**src/rtl/poly_result_collector.sv**
```systemverilog
// Result FIFO behind the series-evaluator datapath: buffers unstallable result pulses,
// presents them downstream via valid/ready, and tracks drops and overflow status.
// Optional macro RESULT_SAT_EN: saturate results that arrive with the overflow flag set.
module poly_result_collector #(
    parameter int DEPTH     = 4,
    parameter int AF_MARGIN = 1,
    parameter int DATA_W    = 32
) (
    input  logic                     clk,
    input  logic                     rst,
    input  logic                     in_valid,
    input  logic [DATA_W-1:0]        in_result,
    input  logic                     in_ov,
    output logic                     out_valid,
    input  logic                     out_ready,
    output logic [DATA_W-1:0]        out_result,
    output logic                     out_ov,
    output logic [$clog2(DEPTH):0]   count,
    output logic                     empty,
    output logic                     full,
    output logic                     almost_full,
    output logic [7:0]               drop_cnt,
    output logic                     ov_sticky,
    input  logic                     clr_status
);
    localparam int AW    = $clog2(DEPTH);
    localparam int CW    = AW + 1;
    localparam int AF_TH = DEPTH - AF_MARGIN;

    // Value actually stored for a pushed result; wrapped results may be clamped.
    function automatic logic [DATA_W-1:0] store_value(input logic [DATA_W-1:0] res, input logic ov);
`ifdef RESULT_SAT_EN
        logic [DATA_W-1:0] v;
        if (ov && res[DATA_W-1]) begin
            v = {1'b0, {(DATA_W-1){1'b1}}};
        end else if (ov) begin
            v = {1'b1, {(DATA_W-1){1'b0}}};
        end else begin
            v = res;
        end
        return v;
`else
        return (ov == 1'b1) ? res : res;
`endif
    endfunction

    logic [DATA_W:0]   mem_r [DEPTH];
    logic [AW-1:0]     wr_ptr_r, rd_ptr_r;
    logic [CW-1:0]     count_r;
    logic              empty_r, full_r, af_r, out_valid_r, ov_sticky_r;
    logic [DATA_W-1:0] head_result_r;
    logic              head_ov_r;
    logic [7:0]        drop_cnt_r;

    logic              push_s, pop_s, drop_s;
    logic [DATA_W:0]   wdata_s;
    logic [AW-1:0]     rd_next_s;
    logic [CW-1:0]     count_next_s;
    logic [DATA_W:0]   head_next_s;
    logic              af_next_s;
    logic [7:0]        drop_next_s;
    logic              sticky_next_s;

    // Handshake decode and next-state computation for flags, head and status.
    always_comb begin
        pop_s         = out_valid_r & out_ready;
        push_s        = in_valid & (~full_r | pop_s);
        drop_s        = in_valid & full_r & ~pop_s;
        wdata_s       = {in_ov, store_value(in_result, in_ov)};
        rd_next_s     = pop_s ? (rd_ptr_r + AW'(1)) : rd_ptr_r;
        count_next_s  = count_r;
        head_next_s   = '0;
        af_next_s     = 1'b0;
        drop_next_s   = drop_cnt_r;
        sticky_next_s = ov_sticky_r;

        case ({push_s, pop_s})
            2'b10:   count_next_s = count_r + CW'(1);
            2'b01:   count_next_s = count_r - CW'(1);
            default: count_next_s = count_r;
        endcase

        // The registered head must already reflect an entry written on this edge.
        if (count_next_s == CW'(0)) begin
            head_next_s = '0;
        end else if (push_s && (wr_ptr_r == rd_next_s)) begin
            head_next_s = wdata_s;
        end else begin
            head_next_s = mem_r[rd_next_s];
        end

        if (AF_TH <= 0) begin
            af_next_s = 1'b1;
        end else begin
            af_next_s = (count_next_s >= CW'(AF_TH));
        end

        if (clr_status) begin
            drop_next_s   = drop_s ? 8'd1 : 8'd0;
            sticky_next_s = push_s & in_ov;
        end else begin
            drop_next_s   = (drop_s && (drop_cnt_r != 8'd255)) ? (drop_cnt_r + 8'd1) : drop_cnt_r;
            sticky_next_s = ov_sticky_r | (push_s & in_ov);
        end
    end

    // Entry storage; contents are don't-care until pushed, so no reset is needed.
    always_ff @(posedge clk) begin
        if (rst && push_s) begin
            mem_r[wr_ptr_r] <= wdata_s;
        end
    end

    // Pointers, occupancy flags, registered head and status registers.
    always_ff @(posedge clk) begin
        if (!rst) begin
            wr_ptr_r      <= '0;
            rd_ptr_r      <= '0;
            count_r       <= '0;
            empty_r       <= 1'b1;
            full_r        <= 1'b0;
            af_r          <= (AF_TH <= 0);
            out_valid_r   <= 1'b0;
            head_result_r <= '0;
            head_ov_r     <= 1'b0;
            drop_cnt_r    <= 8'd0;
            ov_sticky_r   <= 1'b0;
        end else begin
            wr_ptr_r      <= push_s ? (wr_ptr_r + AW'(1)) : wr_ptr_r;
            rd_ptr_r      <= rd_next_s;
            count_r       <= count_next_s;
            empty_r       <= (count_next_s == CW'(0));
            full_r        <= (count_next_s == CW'(DEPTH));
            af_r          <= af_next_s;
            out_valid_r   <= (count_next_s != CW'(0));
            head_result_r <= head_next_s[DATA_W-1:0];
            head_ov_r     <= head_next_s[DATA_W];
            drop_cnt_r    <= drop_next_s;
            ov_sticky_r   <= sticky_next_s;
        end
    end

    assign out_valid   = out_valid_r;
    assign out_result  = head_result_r;
    assign out_ov      = head_ov_r;
    assign count       = count_r;
    assign empty       = empty_r;
    assign full        = full_r;
    assign almost_full = af_r;
    assign drop_cnt    = drop_cnt_r;
    assign ov_sticky   = ov_sticky_r;
endmodule

```
**config.mk**
```make
export PLATFORM = sky130hd
export DESIGN_NAME = poly_result_collector
export DESIGN_NICKNAME = d
export VERILOG_FILES = /design/src/rtl/poly_result_collector.sv
export SDC_FILE = /design/constraint.sdc
export NUM_CORES = 1
export LEC_CHECK = 0
export ABC_AREA = 1
export CORE_MARGIN = 3
export CORE_UTILIZATION = 40
export CTS_BUF_LIST = sky130_fd_sc_hd__clkbuf_2 sky130_fd_sc_hd__clkbuf_4 sky130_fd_sc_hd__clkbuf_8
export DETAILED_ROUTE_END_ITERATION = 8
export PLACE_DENSITY = 0.57
export SYNTH_ARGS = -nofsm -noshare
export SYNTH_HDL_FRONTEND = slang
export SYNTH_SLANG_ARGS = --single-unit
```
**constraint.sdc**
```tcl
create_clock -name clk -period 2.8 [get_ports clk]
set_input_delay 0.42 -clock clk [delete_from_list [all_inputs] [get_ports clk]]
set_output_delay 0.42 -clock clk [all_outputs]
set_load 0.01 [all_outputs]
```
==> results.md, run 1 <==
* Hpwl dp at 10400 um
* Crit path kind: input port to flop
* DRT Wirelength at roughly 18000 um
* FP Rows at 50
* Sequential area share after synthesis at 64.8%
* Post-synthesis mux area share at 0%
* Worst r2r src: out_valid
* Cells after DPL at 1151
* Yosys top cell area share at 51.1%
* Finished Layout Cells at around 1200
* IO Pins at 87
* Largest net degree at the start of global routing at 68
* Clk sink count at 185
* Slew Limit Fails at 0
* Leading area contributor after synthesis: edfxtp_1
* Starting DRT DRC Count at 343
* Hold_buf cts at 0
* Yosys warns at 0
* Yosys cell types at 30
* Synth Flop Type: edfxtp_1
* Critical Path AT at 2.77 ns
* Worst Hold Class: flop to flop
* DRT Pass-1 Iters at 4
* # diodes at 0
* Tmin final at 2.38 ns
* Max cap viols at 0
* Critical path startpoint: out_ready
* Overall power at 7.74 mW
* Worst setup SP type: input port
* Post-synthesis cell count at about 800
* Met1 Use GR at 23.6%
* Period utilisation layout at 85.0%
* Compound-gate portion of the synthesized area at approximately 1.5%
* Avg WL per Cell at 15.5 um
* Final Hold Viols at 0
* Combinational Power Share at between 30% and 40%
* Seq pwr share at between 40% and 50%
* Via count of the routed design at roughly 5600
* Post-synth ARST share at 0%
* NumNets Final at 955
* Synth Area in Simple Gates at a little over a quarter
* Maximum root-to-sink buffer count at 2
* Initial Util at between 40 and 50%
* Internal at 5.03 mW
* Worst skew pair latency at 0.46 ns
* Net Sw Frac at 35.0%
* Mapped cell area at 7750 um2
* Final setup violating endpoints at 0
* Grt ovf at 0
* Fraction of layout cells with a size suffix above 1 at 7.80%
* Worst-path clk slew at 0.10 ns
* Area Growth Syn to Fin at 21.6%
* Max_slew headroom at a little under a third
* Cts bufs inserted at 17
* Main combinational cell family by area after synthesis: simple AND/OR/NAND/NOR gates
* Hold wc startpoint: drop_cnt[6]
* # DRC at 0
* Highest Clock Rate at between 0.4 and 0.5 GHz
* Die width at about 150 um
* Critical path capture point type: flop
* H-tree depth at 4
* P_leak at 3.86 nW
* Most common cell in the netlist: nand2_1
* CTS tree: done
* # resized after CTS at 0
* CP max FO at 35
* XOR/XNOR Fraction of Synth Area at 0.113%
* Core box area at ~19000 um2
* Met3 Use GR at 3.75%
* Vias in the first global route at roughly 5400
* RePlAce Congestion at ~0.8
* Root Driver: clkbuf_8
* Switching pwr at 2.71 mW
* First-pass GRT wire length at between 20000 and 30000 um
* Antenna violations before repair at 0
* Status: finished clean
* Seq cells post-synth at roughly 190
* GRT met2 Usage at between 20% and 30%
* Routed Antenna Nets at 0
* Post-Synth Adder-Cell Area at 1.23%
* Worst vdd ir at ~0.35 mV
* Final core utilization at 49.9%
* Die ar. at 21100 um2
* Number of synthesized flops with an enable pin at 132
* GRT Max-Usage Layer: met2
* Number of port buffers at 86
* RSZ-0062 raised after global routing: false
* Syn_nets at around 860
* Worst-Margin Slew at 1.02 ns
* Power per cell area at 821 nW/um2
* Clock Skew at ~0.021 ns
* Vias per Instance at 4.74
* Synth top area cells: edfxtp_1 51%, nand2_1 14%, dfxtp_1 14%, nand3_1 7.0%, nor2_1 4.1%
* Post-CTS setup buffer count at 0
* Gr usage total at between 10% and 20%
* Post-Syn Area per Cell at between 9 and 10 um2
* Clock network fraction of total power at between 20% and 30%
* Worst path required time at ~3.2 ns
* Die height at between 100 and 150 um
* Most frequent cells after synthesis: 295 x nand2_1, 132 x edfxtp_1, 109 x nand3_1
* Hold Slack at 0.520 ns
-- routing by layer --
metal  vias up  part of all wire [%]
met5         -                     0
met4         0                   1.0
met3        19                   3.5
met2        99                    48
met1      2649                    48
li1       2837                     -
-- critical path, stage by stage --
cell,delay (ns)
clkdlybuf4s50_1,0.48
nand2_1,0.08
nand2_1,0.08
nand2_1,0.07
ha_1,0.21
inv_1,0.09
fa_1,0.42
o21ai_1,0.12
inv_1,0.06
and2_1,0.19
o21ai_4,0.15
buf_12,0.24
nand2_1,0.08
nor2_1,0.09
-- kinds of logic after synthesis --
kind of cell / Yosys count
XOR/XNOR: 1
AO/OA/AOI/OAI: 20
flip-flops: 185
adder cells (fa/ha/maj): 7
buffers and inverters: 102
AND/OR/NAND/NOR: 502
-- cell usage in the layout, fill, tap and decap left out, drive strengths merged, types with 2 or more instances in the layout --
cell type and instances:
nand2 298, edfxtp 132, nand3 111, clkdlybuf4s50 86, nor2 86, inv 71
dfxtp 53, buf 27, clkbuf 17, o21ai 10, a21oi 8, ha 6
clkinv 6, nand4 3, nor3 2
-- layout make-up --
class	count	area (um2)
Clock buffer	17	234
Clock inverter	15	146
Sequential cell	185	5020
Multi-Input combinational cell	530	2320
Fill cell	1773	9470
Timing Repair Buffer	113	1140
Tap cell	260	325
Inverter	63	236
-- power groups by stage --
| stage | combinational [mW] | clock, mW | sequential (mW) |
|---|---|---|---|
| after global routing | 2.92 | 1.88 | 3.44 |
| after detailed placement | 2.64 | 0 | 3.47 |
| final | 2.61 | 1.72 | 3.41 |
| after CTS | 2.64 | 1.76 | 3.42 |
| after global placement | 2.61 | 0 | 3.48 |
| after floorplan | 1.38 | 0 | 3.58 |
-- path summary, 6_finish.rpt --
path | endpoint | slack, ns | depth (start not counted)
setup / recovery | out_ov | 0.42 | 14
hold / removal | drop_cnt[6] | 0.52 | 2
setup reg to reg | out_ov | 0.51 | 13
hold reg to reg | drop_cnt[6] | 0.52 | 2
-- flip-flops by register name, summed over array words and instances (netlist names) --
signal and flops:
count 3, almost_full 1, out_result 32, empty 1
ov_sticky 1, drop_cnt 8, out_ov 1, rd_ptr_r 2
out_valid 1, mem_r 132, wr_ptr_r 2, full 1
-- per-stage QoR --
step | setup TNS, ns | setup WS (ns) | cell area, um2
after floorplan | 0 | 0.207 | 7750
after global placement | 0 | 0.0116 | 9050
after detailed placement | -1.60 | -0.0643 | 9050
after CTS | 0 | 0.441 | 9430
after global routing | 0 | 0.225 | 9430
final | 0 | 0.421 | 9430
Note: power is estimated with default switching activity, not from simulation.
==> run 2: changes to the inputs <==
- PLACE_DENSITY: 0.57 -> 0.59
- clock period: 2.8 -> 2 ns (I/O delays scaled with it)
==> results.md, run 2 (synthesis results as in run 1) <==
* Pre-CTS WS at -0.736 ns (-0.671 ns)
* Antenna violations before repair at 1 (+1)
* Worst-path clk slew at 0.09 ns (about the same)
* Routed Antenna Nets at 0 (unchanged)
* Cts bufs inserted at 17 (unchanged)
* Failing checks: setup timing
* Number of port buffers at 86 (unchanged)
* Hold Crit Endpoint: ov_sticky
* H-tree depth at 4 (unchanged)
* Power per cell area at 1170 nW/um2 (+42%)
* Area Growth Syn to Fin at 30.8%
* Avg WL per Cell at 15.2 um (-2.1%)
* Worst skew pair latency at 0.46 ns (about the same)
* Die width at 145 um (unchanged)
* Slew Limit Fails at 0 (unchanged)
* FP Rows at 50 (unchanged)
* Period utilisation layout at 110%
* Gr usage total at 18.1% (+0.61 points)
* Max FFs per register at 132 (unchanged)
* DRT Pass-1 Iters at 5 (+1)
* DRT Wirelength at 18600 um (+1.7%)
* Worst setup SP type: flop
* Fraction of layout cells with a size suffix above 1 at 15.1% (+7.3 points)
* Critical Path AT at 2.60 ns (-0.17 ns)
* Hold path depth at 2 (unchanged)
* Clk sink count at 185 (unchanged)
* Crit path kind: flop to flop
* Setup WS post-layout at -0.207 ns (-0.628 ns)
* CP max FO at 5 (-86%)
* R2R cell count at 14 (+1)
* Hold wc startpoint: ov_sticky
* Total negative slack at -5.73 ns (-5.73 ns)
* Final Hold Viols at 0 (unchanged)
* # diodes at 0 (unchanged)
* Vias per Instance at 4.71 (-0.57%)
* IO Pins at 87 (unchanged)
* Worst vdd ir at 0.499 mV (+41%)
* Worst reg-to-reg setup slack at -0.21 ns (-0.72 ns)
* RePlAce Congestion at 0.785 (+0.45%)
* Final setup violating endpoints at 35 (+35)
* Hpwl dp at 11500 um (+10%)
* Capturing point of the worst reg2reg path: out_result[18]
* Max cap viols at 0 (unchanged)
* Initial Util at 41.0% (unchanged)
* Grt ovf at 0 (unchanged)
* Highest Clock Rate at 0.453 GHz
* Core box area at 18900 um2 (unchanged)
* Vias in the first global route at 5659 (+5.7%)
* Commonest non-fill, non-tap cell in the layout: nand2_1
* P_leak at 4.19 nW (+8.5%)
* Final core utilization at 53.7% (+3.8 points)
* Die height at 145 um (unchanged)
* # DRC at 0 (unchanged)
* Largest net degree at the start of global routing at 36 (-47%)
* Die ar. at 21100 um2 (unchanged)
* First-pass GRT wire length at 30200 um (+3.7%)
* Worst r2r src: out_valid
* CTS tree: done
* Max_slew headroom at 74.7% (+43 points)
* Root Driver: clkbuf_8
* Overall power at 11.8 mW (+53%)
* Post-DP Area at 9480 um2 (+4.8%)
* FILL cells at 1727 (-2.6%)
* Clock Skew at 0.0118 ns (-0.00936 ns)
* Worst Hold Class: flop to flop
* Via count of the routed design at 5789 (+3.3%)
* Critical path capture point type: flop
* Finished Cell Area at 10100 um2 (+7.5%)
* Maximum root-to-sink buffer count at 2 (unchanged)
* Status: finished, violations left
* Most frequent cells in the layout: 281 x nand2_1, 132 x edfxtp_1, 109 x nand3_1
* Worst path required time at 2.39 ns (-0.80 ns)
* NumNets Final at 1001 (+4.8%)
* Worst-Margin Slew at 0.379 ns (-0.643 ns)
* Starting DRT DRC Count at 342 (-0.29%)
* Largest reg by FF count: mem_r
* Tmin final at around 2.2 ns
* RSZ-0062 raised after global routing: true
-- run 2: cell count changes in the layout (fill, tap and decap cells not counted), moves of 3 or more --
cell and change:
buf_4 +27, nand2_1 -14, buf_12 +13, nand2_4 +10, nor2_1 -9, nor2_2 +6
nand2_2 +4, buf_6 +3, clkbuf_4 +3, inv_8 -3, nor2_4 +3
-- run 2: how the worst max path moves through the flow --
stage,from,endpoint,slack (ns),cells past startpoint
finish,out_valid,out_result[18],-0.21,14
global route,out_valid,out_result[18],-0.35,14
CTS,out_valid,out_result[17],-0.23,14
detailed placement,out_ready,out_result[17],-0.74,14
global placement,out_ready,out_result[17],-0.66,14
floorplan,out_valid,out_result[10],-0.10,13
-- run 2: metrics by stage --
step                      hold WS [ns]  instances
after CTS                        0.476       1228
final                            0.496       1229
after global placement           0.462       1185
after floorplan                  0.399        817
after detailed placement         0.455       1185
after global routing             0.486       1229
-- run 2: worst max-delay path: stages (launching register included) --
cell and delay (ns):
dfxtp_4 0.36, nand2_4 0.06, nand2_4 0.07, nand2_4 0.05, ha_4 0.16, inv_2 0.06, fa_1 0.40, o21ai_1 0.12
inv_1 0.07, and2_4 0.17, o21ai_4 0.21, buf_4 0.17, clkbuf_16 0.14, nand2_1 0.05, nor2_1 0.08
-- run 2: report_power, final --
group | switching, mW | internal [mW] | total, mW
clock | 1.32 | 1.04 | 2.37
combinational | 2.45 | 2.25 | 4.70
sequential | 0.178 | 4.59 | 4.77
total | 3.95 | 7.88 | 11.8
-- run 2: cell type report --
cell class | count | area, um2 | share of cell area (%)
Timing Repair Buffer | 159 | 1710 | 16.9
Sequential cell | 185 | 5030 | 49.6
Clock buffer | 20 | 256 | 2.53
Clock inverter | 12 | 118 | 1.16
Inverter | 63 | 236 | 2.33
Multi-Input combinational cell | 530 | 2460 | 24.3
Tap cell | 260 | 325 | 3.21
-- run 2: metal layers --
| metal | vias up | GRT usage [%] | share of wire (%) |
|---|---|---|---|
| li1 | 2934 | - | - |
| met1 | 2705 | 23.6 | 44 |
| met2 | 132 | 30.3 | 50 |
| met3 | 16 | 4.25 | 4.9 |
| met4 | 2 | 5.51 | 1.3 |
| met5 | - | 0 | 0.11 |
-- run 2: timing repair --
item | 4_1_cts | 5_1_grt
buffers inserted | 11 | 3
resized for setup | 9 | 33
pin swaps | 5 | 12
endpoints found under the setup margin | 35 | 37
endpoints found under the hold margin | 0 | 0
hold buffers | 0 | 0
cloned | 2 | 1
